`config.mk`:
```
export PLATFORM = sky130hd
export DESIGN_NAME = axis_rr_arbiter
export DESIGN_NICKNAME = d
export VERILOG_FILES = /design/src/rtl/axis_rr_arbiter.sv
export SDC_FILE = /design/constraint.sdc
export NUM_CORES = 1
export LEC_CHECK = 0
export ABC_AREA = 1
export CAP_MARGIN = 10
export CORE_MARGIN = 3
export CORE_UTILIZATION = 30
export DETAILED_ROUTE_END_ITERATION = 7
export GPL_TIMING_DRIVEN = 0
export PLACE_DENSITY = 0.77
export RECOVER_POWER = 25
export SETUP_SLACK_MARGIN = 0.3
export SLEW_MARGIN = 20
export SYNTH_ARGS = -nofsm -noshare
export SYNTH_HDL_FRONTEND = slang
export SYNTH_SLANG_ARGS = --single-unit
```
`constraint.sdc`:
```
create_clock -name clk_i -period 3.2 [get_ports clk_i]
set_input_delay 0.64 -clock clk_i [delete_from_list [all_inputs] [get_ports clk_i]]
set_output_delay 0.64 -clock clk_i [all_outputs]
set_load 0.03 [all_outputs]
```
`src/rtl/axis_rr_arbiter.sv`:
```
// Packet-level round-robin arbiter: grants one AXI-Stream requester at a time,
// holds the grant until its tlast beat transfers, then rotates priority.
module axis_rr_arbiter #(
  parameter int N_PORTS = 4,
  parameter int DATA_W  = 4,
  parameter int ID_W    = 2
) (
  input  logic                        clk_i,
  input  logic                        arstn_i,
  input  logic [N_PORTS-1:0]          en_i,
  input  logic [N_PORTS-1:0]          tvalid_i,
  output logic [N_PORTS-1:0]          tready_o,
  input  logic [N_PORTS*DATA_W-1:0]   tdata_i,
  input  logic [N_PORTS-1:0]          tlast_i,
  output logic                        tvalid_o,
  input  logic                        tready_i,
  output logic [DATA_W-1:0]           tdata_o,
  output logic                        tlast_o,
  output logic [ID_W-1:0]             tid_o,
  output logic                        busy_o
);

  localparam logic [0:0] S_IDLE = 1'b0;
  localparam logic [0:0] S_LOCK = 1'b1;

  logic [0:0]         state_q, state_d;
  logic [ID_W-1:0]    gnt_q, gnt_d;
  logic [ID_W-1:0]    ptr_q, ptr_d;
  logic [N_PORTS-1:0] req;
  logic               hi_found, lo_found;
  logic [ID_W-1:0]    hi_sel, lo_sel;

  assign req = tvalid_i & en_i;

  // Rotating search split in two: lowest requester above ptr wins, otherwise
  // wrap around to the lowest requester at or below ptr.
  always_comb begin
    hi_found = 1'b0;
    lo_found = 1'b0;
    hi_sel   = '0;
    lo_sel   = '0;
    for (int k = N_PORTS - 1; k >= 0; k--) begin
      if (req[k]) begin
        if (k > int'(ptr_q)) begin
          hi_found = 1'b1;
          hi_sel   = ID_W'(k);
        end else begin
          lo_found = 1'b1;
          lo_sel   = ID_W'(k);
        end
      end
    end
  end

  always_comb begin
    tready_o = '0;
    tvalid_o = 1'b0;
    tdata_o  = '0;
    tlast_o  = 1'b0;
    tid_o    = '0;
    busy_o   = 1'b0;
    if (state_q == S_LOCK) begin
      busy_o = 1'b1;
      tid_o  = gnt_q;
      for (int k = 0; k < N_PORTS; k++) begin
        if (int'(gnt_q) == k) begin
          tvalid_o    = tvalid_i[k];
          tdata_o     = tdata_i[k*DATA_W +: DATA_W];
          tlast_o     = tlast_i[k];
          tready_o[k] = tready_i;
        end
      end
    end
  end

  always_comb begin
    state_d = state_q;
    gnt_d   = gnt_q;
    ptr_d   = ptr_q;
    if (state_q == S_IDLE) begin
      if (hi_found || lo_found) begin
        gnt_d   = hi_found ? hi_sel : lo_sel;
        state_d = S_LOCK;
      end
    end else if (tvalid_o && tready_i && tlast_o) begin
      ptr_d   = gnt_q;
      state_d = S_IDLE;
    end
  end

  always_ff @(posedge clk_i) begin
    if (!arstn_i) begin
      state_q <= S_IDLE;
      gnt_q   <= '0;
      ptr_q   <= ID_W'(N_PORTS - 1);
    end else begin
      state_q <= state_d;
      gnt_q   <= gnt_d;
      ptr_q   <= ptr_d;
    end
  end

endmodule

```
==> impl_metrics.toml, run 1 <==
[placement]
post-place-ws_ns = 0.310
io_buffers = 43
dp_hpwl_um = 1770
globalplace.congestion = 0.763

[pwr]
fin_total_pwr_mw = 0.347
cellInternalPower_mw = 0.207
leakage_nw = 0.496
p_per_area_nw_per_um2 = 317
sequentialPowerShare_pct = 21.8
clock_power_share_pct = 21.0
power.switching_mw = 0.140
combinationalPowerShare_pct = 57.2
swShare_pct = 40.4
peakVddDrop_v = 0.000203

[synth]
ys_top_cells_by_area = "nand2_1, dfxtp_1, nand3_1, o21ai_0, nand2_2"
synth.largest_area_cell = "nand2_1"
ys_types = 21
avgSynthCellArea_um2 = 5.85
syn_inst = 106
syn_nets = 137
ys_ff_latch = 5
yosysWarnings = 0
synthesis.area_um2 = 621
synth_top_area_share_pct = 16.3
ys_seq_area_share_pct = 16.1

[cells_and_area]
utilization_pct = 59.5
final_nets = 185
multi_input_comb_area_um2 = 443
seqCellArea_um2 = 100
n_antenna_cell = 0
fill_cells = 201
area_delta_synth_final_pct = 76.4
drive_gt1_share_pct = 11.8

[drt]
routed_via_density = 4.85
drtIter0Drc = 9
firstDrtPassIters = 4
wl_per_cell_um = 12.0
final_antenna_net_count = 0
route.detailed.drc = 0
vias = 863
wl_um = 2140

[setup_path]
r2r-end = "ptr_q[1]"
rr_startpoint = "gnt_q[0]"
rrSetupSlack_ns = 1.76
worstPathRequired_ns = 2.56
setup.worst_path.class = "in -> out"
worstSetupEndpointType = "output pin"
reg2reg_depth = 8
worst_setup_path_start_kind = "input pin"
crit_fanout = 1
cp.arrival_ns = 2.14

[clock_tree]
insertion_delay_ns = 0.24
clock-sinks = 5
cts_tree = "done"
cts_buffers = 3
cts.path.max_buffers = 2
clk_pin_slew_ns = 0.04
clock_tree.root_cell = "clkbuf_4"
ctsHoldBuffers = 0
htree_num_levels = 1

[sta]
timing.slew.headroom_pct = 69.9
drv_slew = 0
fin_ws_ns = 0.416
fin_crit_sh_pct = 87.0
rsz0062_at_grt = "no"
tns_ns = 0
min_period_ns = 2.78
skew_ns = 0.00119
tightestPinTransition_ns = 0.452
finalHoldViolCount = 0
setup_viol = 0
clock.fmax_mhz = 359

[min_path]
worstHoldPathCells = 2
holdCritStartpoint = "ptr_q[0]"
holdPathEnd = "ptr_q[0]"
hp-class = "reg -> reg"

[floorplanning]
die_y_um = 51.5
ios = 44
dieWidth_um = 51.5
start_util_pct = 33.7
core_um2 = 1840
fp-row-count = 15
die-area_um2 = 2650

[grt]
grt_pass1_wl_um = 3330
grt_max_degree = 11
grt-ovfl-total = 0
grt_usage_pct = 16.1
grt_pass1_vias = 756
antenna_found_initial = 0

[run]
maxCapViolations = 0

[outcome]
outcome = "complete, no violations"
[flip-flops by register name, indices dropped and copies added (netlist names)]
signal   count
state_q      1
ptr_q        2
gnt_q        2
[cells by family (layout without fill, tap and decap cells)]
kind of cell	after synthesis	in the layout	synth area share, %
AOI/OAI and AO/OA	22	22	23.2
buffers and inverters	12	59	9.88
DFF	5	5	16.1
and+or+nand+nor	67	67	50.8
[per-layer routing]
layer	GRT usage [%]	wire length, um	up-vias
met1	21.3	1010	389
li1	-	-	446
met4	5.24	0	0
met5	0	0	-
met2	26.3	950	28
met3	2.92	177	0
[worst max path at each step]
stage,startpoint,to,slack [ns],cells past startpoint
finish,tdata_i[4],tdata_o[0],0.42,6
global route,tvalid_i[1],tvalid_o,0.33,6
CTS,tvalid_i[1],tvalid_o,0.31,6
detailed placement,tvalid_i[1],tvalid_o,0.31,6
global placement,tvalid_i[1],tvalid_o,0.32,6
floorplan,state_q,tready_o[0],1.04,2
[through the flow]
step | cells | hold slack (ns) | area [um2]
global placement | 174 | 0.464 | 1080
detailed placement | 174 | 0.470 | 1080
CTS | 178 | 0.480 | 1110
floorplan | 106 | 0.442 | 621
global route | 178 | 0.505 | 1090
finish | 178 | 0.474 | 1090
[worst max-delay path, cell delays in order]
cell and delay (ns):
clkdlybuf4s50_1 0.46, nand3_1 0.08, nand2_1 0.07, o21ai_0 0.08, a21oi_1 0.13, clkdlybuf4s50_1 0.69
[cell usage after synthesis (all sizes together)]
master   n
or2      3
o21ai   14
nor3     3
nand4    2
clkinv   1
buf      3
inv      8
nand3   14
nand2   35
dfxtp    5
nor2    10
a21oi    8
[layout by cell type (no fill, tap or decap), types with 2 or more instances in the layout]
cell type	instances
o21ai_0	11
buf_6	2
or2_1	3
inv_1	7
nand4_1	2
clkbuf_4	3
nand2_1	29
nor3_1	3
nand2_2	5
a21oi_1	6
nor2_1	10
nand3_1	13
o21ai_2	2
dfxtp_1	5
clkdlybuf4s50_1	41
[area by class of cell]
cell class | instances | share of cell area, %
plain buffers | 3 | 2.51
flip-flops and latches | 5 | 9.14
multi-input cells | 89 | 40.5
inverters | 9 | 3.09
clock buffers | 4 | 2.40
repair buffers | 43 | 39.5
well taps | 25 | 2.86
[repair_timing]
action,in CTS,in global routing
hold endpoints to repair,0,0
buffers inserted,0,0
resized for setup,0,1
setup endpoints to repair,0,1
[power by group through the flow]
stage / Sequential (mW) / Combinational [mW] / Clock [mW]
floorplan: 0.0785 / 0.117 / 0
global placement: 0.0769 / 0.202 / 0
detailed placement: 0.0771 / 0.205 / 0
CTS: 0.0760 / 0.205 / 0.0766
global route: 0.0769 / 0.214 / 0.0805
finish: 0.0757 / 0.199 / 0.0728
Note: power is estimated with default switching activity, not from simulation.
==> run 2: changes to the inputs <==
==> constraint.sdc (replaced) <==
create_clock -name clk_i -period 3.2 [get_ports clk_i]
set_input_delay 0.64 -clock clk_i [delete_from_list [all_inputs] [get_ports clk_i]]
set_output_delay 0.64 -clock clk_i [all_outputs]
set_load 0.05 [all_outputs]
==> run 2 against run 1 <==
  * Clock skew is the same
  * First-iteration DRC count grew 33%
  * Flip-flop and latch count is the same
  * Critical path depth is the same
  * Final cell count is the same
  * Die area is the same
  * Wire length grew 0.70%
  * Sequential power is essentially flat
  * Non-clock buffer count is the same
  * Critical path type unchanged
  * Largest cell class unchanged
  * Highest routed layer unchanged
==> impl_metrics.toml, run 2 (synthesized netlist as in run 1, its figures left out) <==
[outcome]
outcome = "complete, no violations"

[cells_and_area]
fin_cells = 178
final_common_cell = "clkdlybuf4s50_1"
finalInstanceArea_um2 = 1110
drive_gt1_share_pct = 13.1
largestRegisters = "gnt_q (2), ptr_q (2), state_q (1)"
final_nets = 185
final_cell_mix = "clkdlybuf4s50_1, nand2_1, nand3_1"
n_antenna_cell = 0
area_delta_synth_final_pct = 79.2

[placement]
placed_cell_area_um2 = 1080
post-place-ws_ns = 0.177
io_buffers = 43
dpl.cell_count = 174
dp_hpwl_um = 1770
globalplace.congestion = 0.763

[setup_path]
cpMaxStageDelayCell = "dlygate4sd3_1"
timing.critical_path.buf_inv = 2
worst_setup_path_start_kind = "input pin"
path_cells = "dlygate4sd3_1 > nand3_2 > nand2_2 > nand2_2 > a21oi_4 > dlygate4sd2_1"
startpoint = "tvalid_i[1]"
max_stage_delay_ns = 0.57
rr_startpoint = "ptr_q[1]"
crit_fanout = 4
cp.arrival_ns = 2.16
worstSetupEndpointType = "output pin"
cp_common_cell = "nand2_2"
path_delay_family = "buffers and inverters"
setup.worst_path.class = "in -> out"
worstPathRequired_ns = 2.56

[pwr]
peakVddDrop_v = 0.000206
sequentialPowerShare_pct = 20.7
leakage_nw = 0.589
p_per_area_nw_per_um2 = 330
combinationalPowerShare_pct = 59.5
clock_power_share_pct = 19.8
cellInternalPower_mw = 0.203
power.switching_mw = 0.165
swShare_pct = 44.9

[sta]
skew_ns = 0.00119
finalHoldViolCount = 0
tns_ns = 0
clock.fmax_mhz = 357
fin_worst_hold_slack_ns = 0.474
min_period_ns = 2.80
fin_ws_ns = 0.395
fin_crit_sh_pct = 87.6
rsz0062_at_grt = "no"
setup_viol = 0
tightestPinTransition_ns = 0.522
timing.slew.headroom_pct = 65.1
drv_slew = 0

[run]
maxCapViolations = 0

[drt]
route.detailed.drc = 0
vias = 870
wl_met1_um = 1030
route.met2.wl_um = 960
final_antenna_net_count = 0
wl_um = 2150
wl_met3_um = 163
dr.max_layer_used = "met3"
firstDrtPassIters = 4
wl_per_cell_um = 12.1
routed_via_density = 4.89
drtIter0Drc = 12

[floorplanning]
core_um2 = 1840
fp-row-count = 15
start_util_pct = 33.7
die_y_um = 51.5
dieWidth_um = 51.5
ios = 44
die-area_um2 = 2650

[clock_tree]
clock_tree.root_cell = "clkbuf_4"
insertion_delay_ns = 0.24
clk_pin_slew_ns = 0.04
ctsHoldBuffers = 0
clock-sinks = 5
cts.path.max_buffers = 2
htree_num_levels = 1
cts_tree = "done"
cts_buffers = 3
cts_setup_buffers = 0

[grt]
grt_usage_pct = 16.1
grt_max_degree = 11
grt_pass1_vias = 756
grt-ovfl-total = 0
grt_pass1_wl_um = 3330
antenna_found_initial = 0

[min_path]
hp-class = "reg -> reg"
holdCritStartpoint = "ptr_q[0]"
-- run 2: path summary, 6_finish.rpt --
check | depth (start not counted) | endpoint | slack (ns)
min | 2 | ptr_q[0] | 0.47
min reg2reg | 2 | ptr_q[0] | 0.47
max reg2reg | 9 | gnt_q[1] | 1.92
max | 6 | tvalid_o | 0.40
-- run 2: through the flow --
step	utilization, %	power [mW]
4_1_cts	59.9	0.374
3_5_place_dp	58.8	0.304
3_3_place_gp	58.8	0.301
2_1_floorplan	-	0.218
6_report	60.5	0.367
5_1_grt	60.5	0.392
-- run 2: worst reg2reg max path, cell delays in order (launching register included) --
cell	delay, ns
dfxtp_1	0.35
inv_1	0.07
nand3_1	0.13
nand3_1	0.10
nor2_1	0.14
nand2_1	0.07
nand2_1	0.15
nand2_1	0.07
nand2_1	0.06
nor2_1	0.04
-- run 2: final cells by class --
| type | instances | area (um2) |
|---|---|---|
| Sequential cell | 5 | 100 |
| Buffer | 3 | 27.5 |
| Tap cell | 25 | 31.3 |
| Multi-Input combinational cell | 89 | 457 |
| Fill cell | 198 | 727 |
| Clock buffer | 4 | 26.3 |
| Inverter | 9 | 33.8 |
| Timing Repair Buffer | 43 | 437 |
-- run 2: repair_timing --
action                                  CTS  global route
endpoints found under the setup margin    5             5
hold endpoints to repair                  0             0
gates cloned                              0             0
resized for setup                         5             5
pin swaps                                 0             0
-- run 2: power by group through the flow --
stage	registers, mW	clock network, mW	logic [mW]
3_5_place_dp	0.0771	0	0.227
6_report	0.0759	0.0728	0.219
5_1_grt	0.0772	0.0805	0.234
3_3_place_gp	0.0769	0	0.224
2_1_floorplan	0.0808	0	0.138
4_1_cts	0.0760	0.0766	0.222
-- run 2: metal layers --
metal | track usage (%) | vias up
met5 | 0 | -
met4 | 5.24 | 0
met2 | 26.3 | 30
met3 | 2.92 | 0
li1 | - | 446
met1 | 21.3 | 394
==> edit, RTL diff (config.mk and constraints of run 1) <==
Change the parameter `DATA_W` from 4 to 3.
--- a/src/rtl/axis_rr_arbiter.sv
+++ b/src/rtl/axis_rr_arbiter.sv
@@ -4,3 +4,3 @@
   parameter int N_PORTS = 4,
-  parameter int DATA_W  = 4,
+  parameter int DATA_W  = 3,
   parameter int ID_W    = 2
Interface: changed (resized tdata_i and tdata_o); port bits go from 44 to 39. The function was not compared with the original's and may differ.
==> edit against run 1 <==
  * Count of clock-buffer cells in the layout stayed put
  * Sequential cell count stayed put
  * Setup slack worse by 22 ps
  * Wire length shrank 10%
  * Maximum frequency fell by 0.79%
  * Design area rose by 1.5%
  * Synthesized area is 9.5% higher
  * Total power decreased by 1.4%
  * Critical path type unchanged
  * Largest power group unchanged
==> edit: results (changes against run 1) <==
[critical_path]
critical_path.max_fanout=2  ; was 1
number_of_cells_on_the_worst_reg_to_reg_path=8  ; unchanged
r2r_end=ptr_q[0]$_SDFFE_PN1P_  ; was ptr_q[1]$_SDFFE_PN1P_
cp_data_arrival_time_ps=2170  ; was 2140 ps
timing.reg2reg.setup_slack_ps=1830  ; was 1760 ps
timing.rr.start=gnt_q[1]$_SDFFE_PN0P_  ; was gnt_q[0]$_SDFFE_PN0P_
crit_path_start=tlast_i[1]  ; was tdata_i[4]
worstSetupEndpoint=tlast_o  ; was tdata_o[0]

[synthesis]
mappedNetlistNets=128  ; was 137
gate_count_after_technology_mapping=101  ; was 106
ys_top_cells_by_count=27 x nand2_1, 10 x nand3_1, 8 x o21ai_0, 7 x nor2_1, 6 x inv_1  ; was 27 x nand2_1, 13 x nand3_1, 11 x o21ai_0, 10 x nor2_1
netlist_top_cells_area=nand2_1 15%, dfxtp_1 15%, nand3_1 7.4%, nand3_2 5.9%, o21ai_0 5.9%  ; was nand2_1 16%, dfxtp_1 16%, nand3_1 10%, o21ai_0 8.9%, nand2_2 7.1%
seq_area_frac_synth=0.147  ; was 0.161
post_synth_num_cell_types=23  ; was 21
proportion_of_synthesized_flip_flops_having_asynchronous_set_or_reset=0  ; unchanged

[layout]
final.fill_count=216  ; was 201
share_of_cells_above_drive_strength_1=0.189  ; was 0.118
finalNonFillerCells=170  ; was 178

[clocking]
cts_inserted_buffers=3  ; unchanged
htree_levels=1  ; unchanged

[global_routing]
grt_first_pass_wirelength_mm=3.26  ; was 3.33 mm
grt_met2_use=0.269  ; was 0.263
met1_usage=0.183  ; was 0.213
grt.met3_usage=0.0416  ; was 0.0292
number_of_global_route_vias_before_repair=788  ; was 756
gr-usage-all-layers=0.152  ; was 0.161

[power]
total_switching_power_mw=0.135  ; was 0.140 mW
power.leakage_nw=0.529  ; was 0.496 nW
total_power_mw=0.342  ; was 0.347 mW
ir_worst_vdd_uv=211  ; was 203 uV
seq-power_mw=0.0745  ; was 0.0757 mW

[route]
vias=818  ; was 863
drt_first_iter_violations=11  ; was 9
dr_wl_met2_um=930  ; was 950 um
finalWirelength_mm=1.91  ; was 2.14 mm
met1Wirelength_um=816  ; was 1.01 mm
met3_wirelength_um=165  ; was 177 um

[placed_design]
portBuffers=38  ; was 43
hpwl_mm=1.58  ; was 1.77 mm
place_congestion=0.770  ; was 0.763
dp_worst_setup_slack_ps=346  ; was 310 ps
dpl_cell_area_sq_um=1090  ; was 1080 sq um

[timing]
fin_worst_hold_slack_ps=478  ; was 474 ps
achievable-frequency_mhz=356  ; was 359 MHz
clock_skew_ps=1.06  ; was 1.19 ps
tightest_slew_ps=331  ; was 452 ps

[status]
status=finished clean  ; unchanged

[edit: cell types whose count changed after synthesis, moves of 2 or more]
cell	change
o21ai_0	-3
nand2_4	+2
nor2_4	+2
nor2_1	-3
nand2_2	-3
nand3_1	-3
nand3_2	+3
[edit: layout make-up]
class | count | area [sq um] | share of cell area
well taps | 27 | 33.8 | 0.0304
inverters | 9 | 52.6 | 0.0473
multi-input cells | 84 | 477 | 0.429
plain buffers | 3 | 33.8 | 0.0304
clock buffers | 4 | 26.3 | 0.0236
flip-flops and latches | 5 | 100 | 0.0901
repair buffers | 38 | 388 | 0.349
[edit: worst max-delay path, cell delays in order]
cell             delay [ps]
clkdlybuf4s50_1         470
nand3_2                  70
nand2_1                  80
nand2_2                  70
a21oi_1                 150
clkdlybuf4s50_1         690
[edit: kinds of logic (layout without fill, tap and decap cells)]
group | after synthesis | after routing | share of synthesized area
compound gates | 18 | 18 | 0.188
flops | 5 | 5 | 0.147
simple gates | 66 | 66 | 0.538
buf+inv | 12 | 54 | 0.127
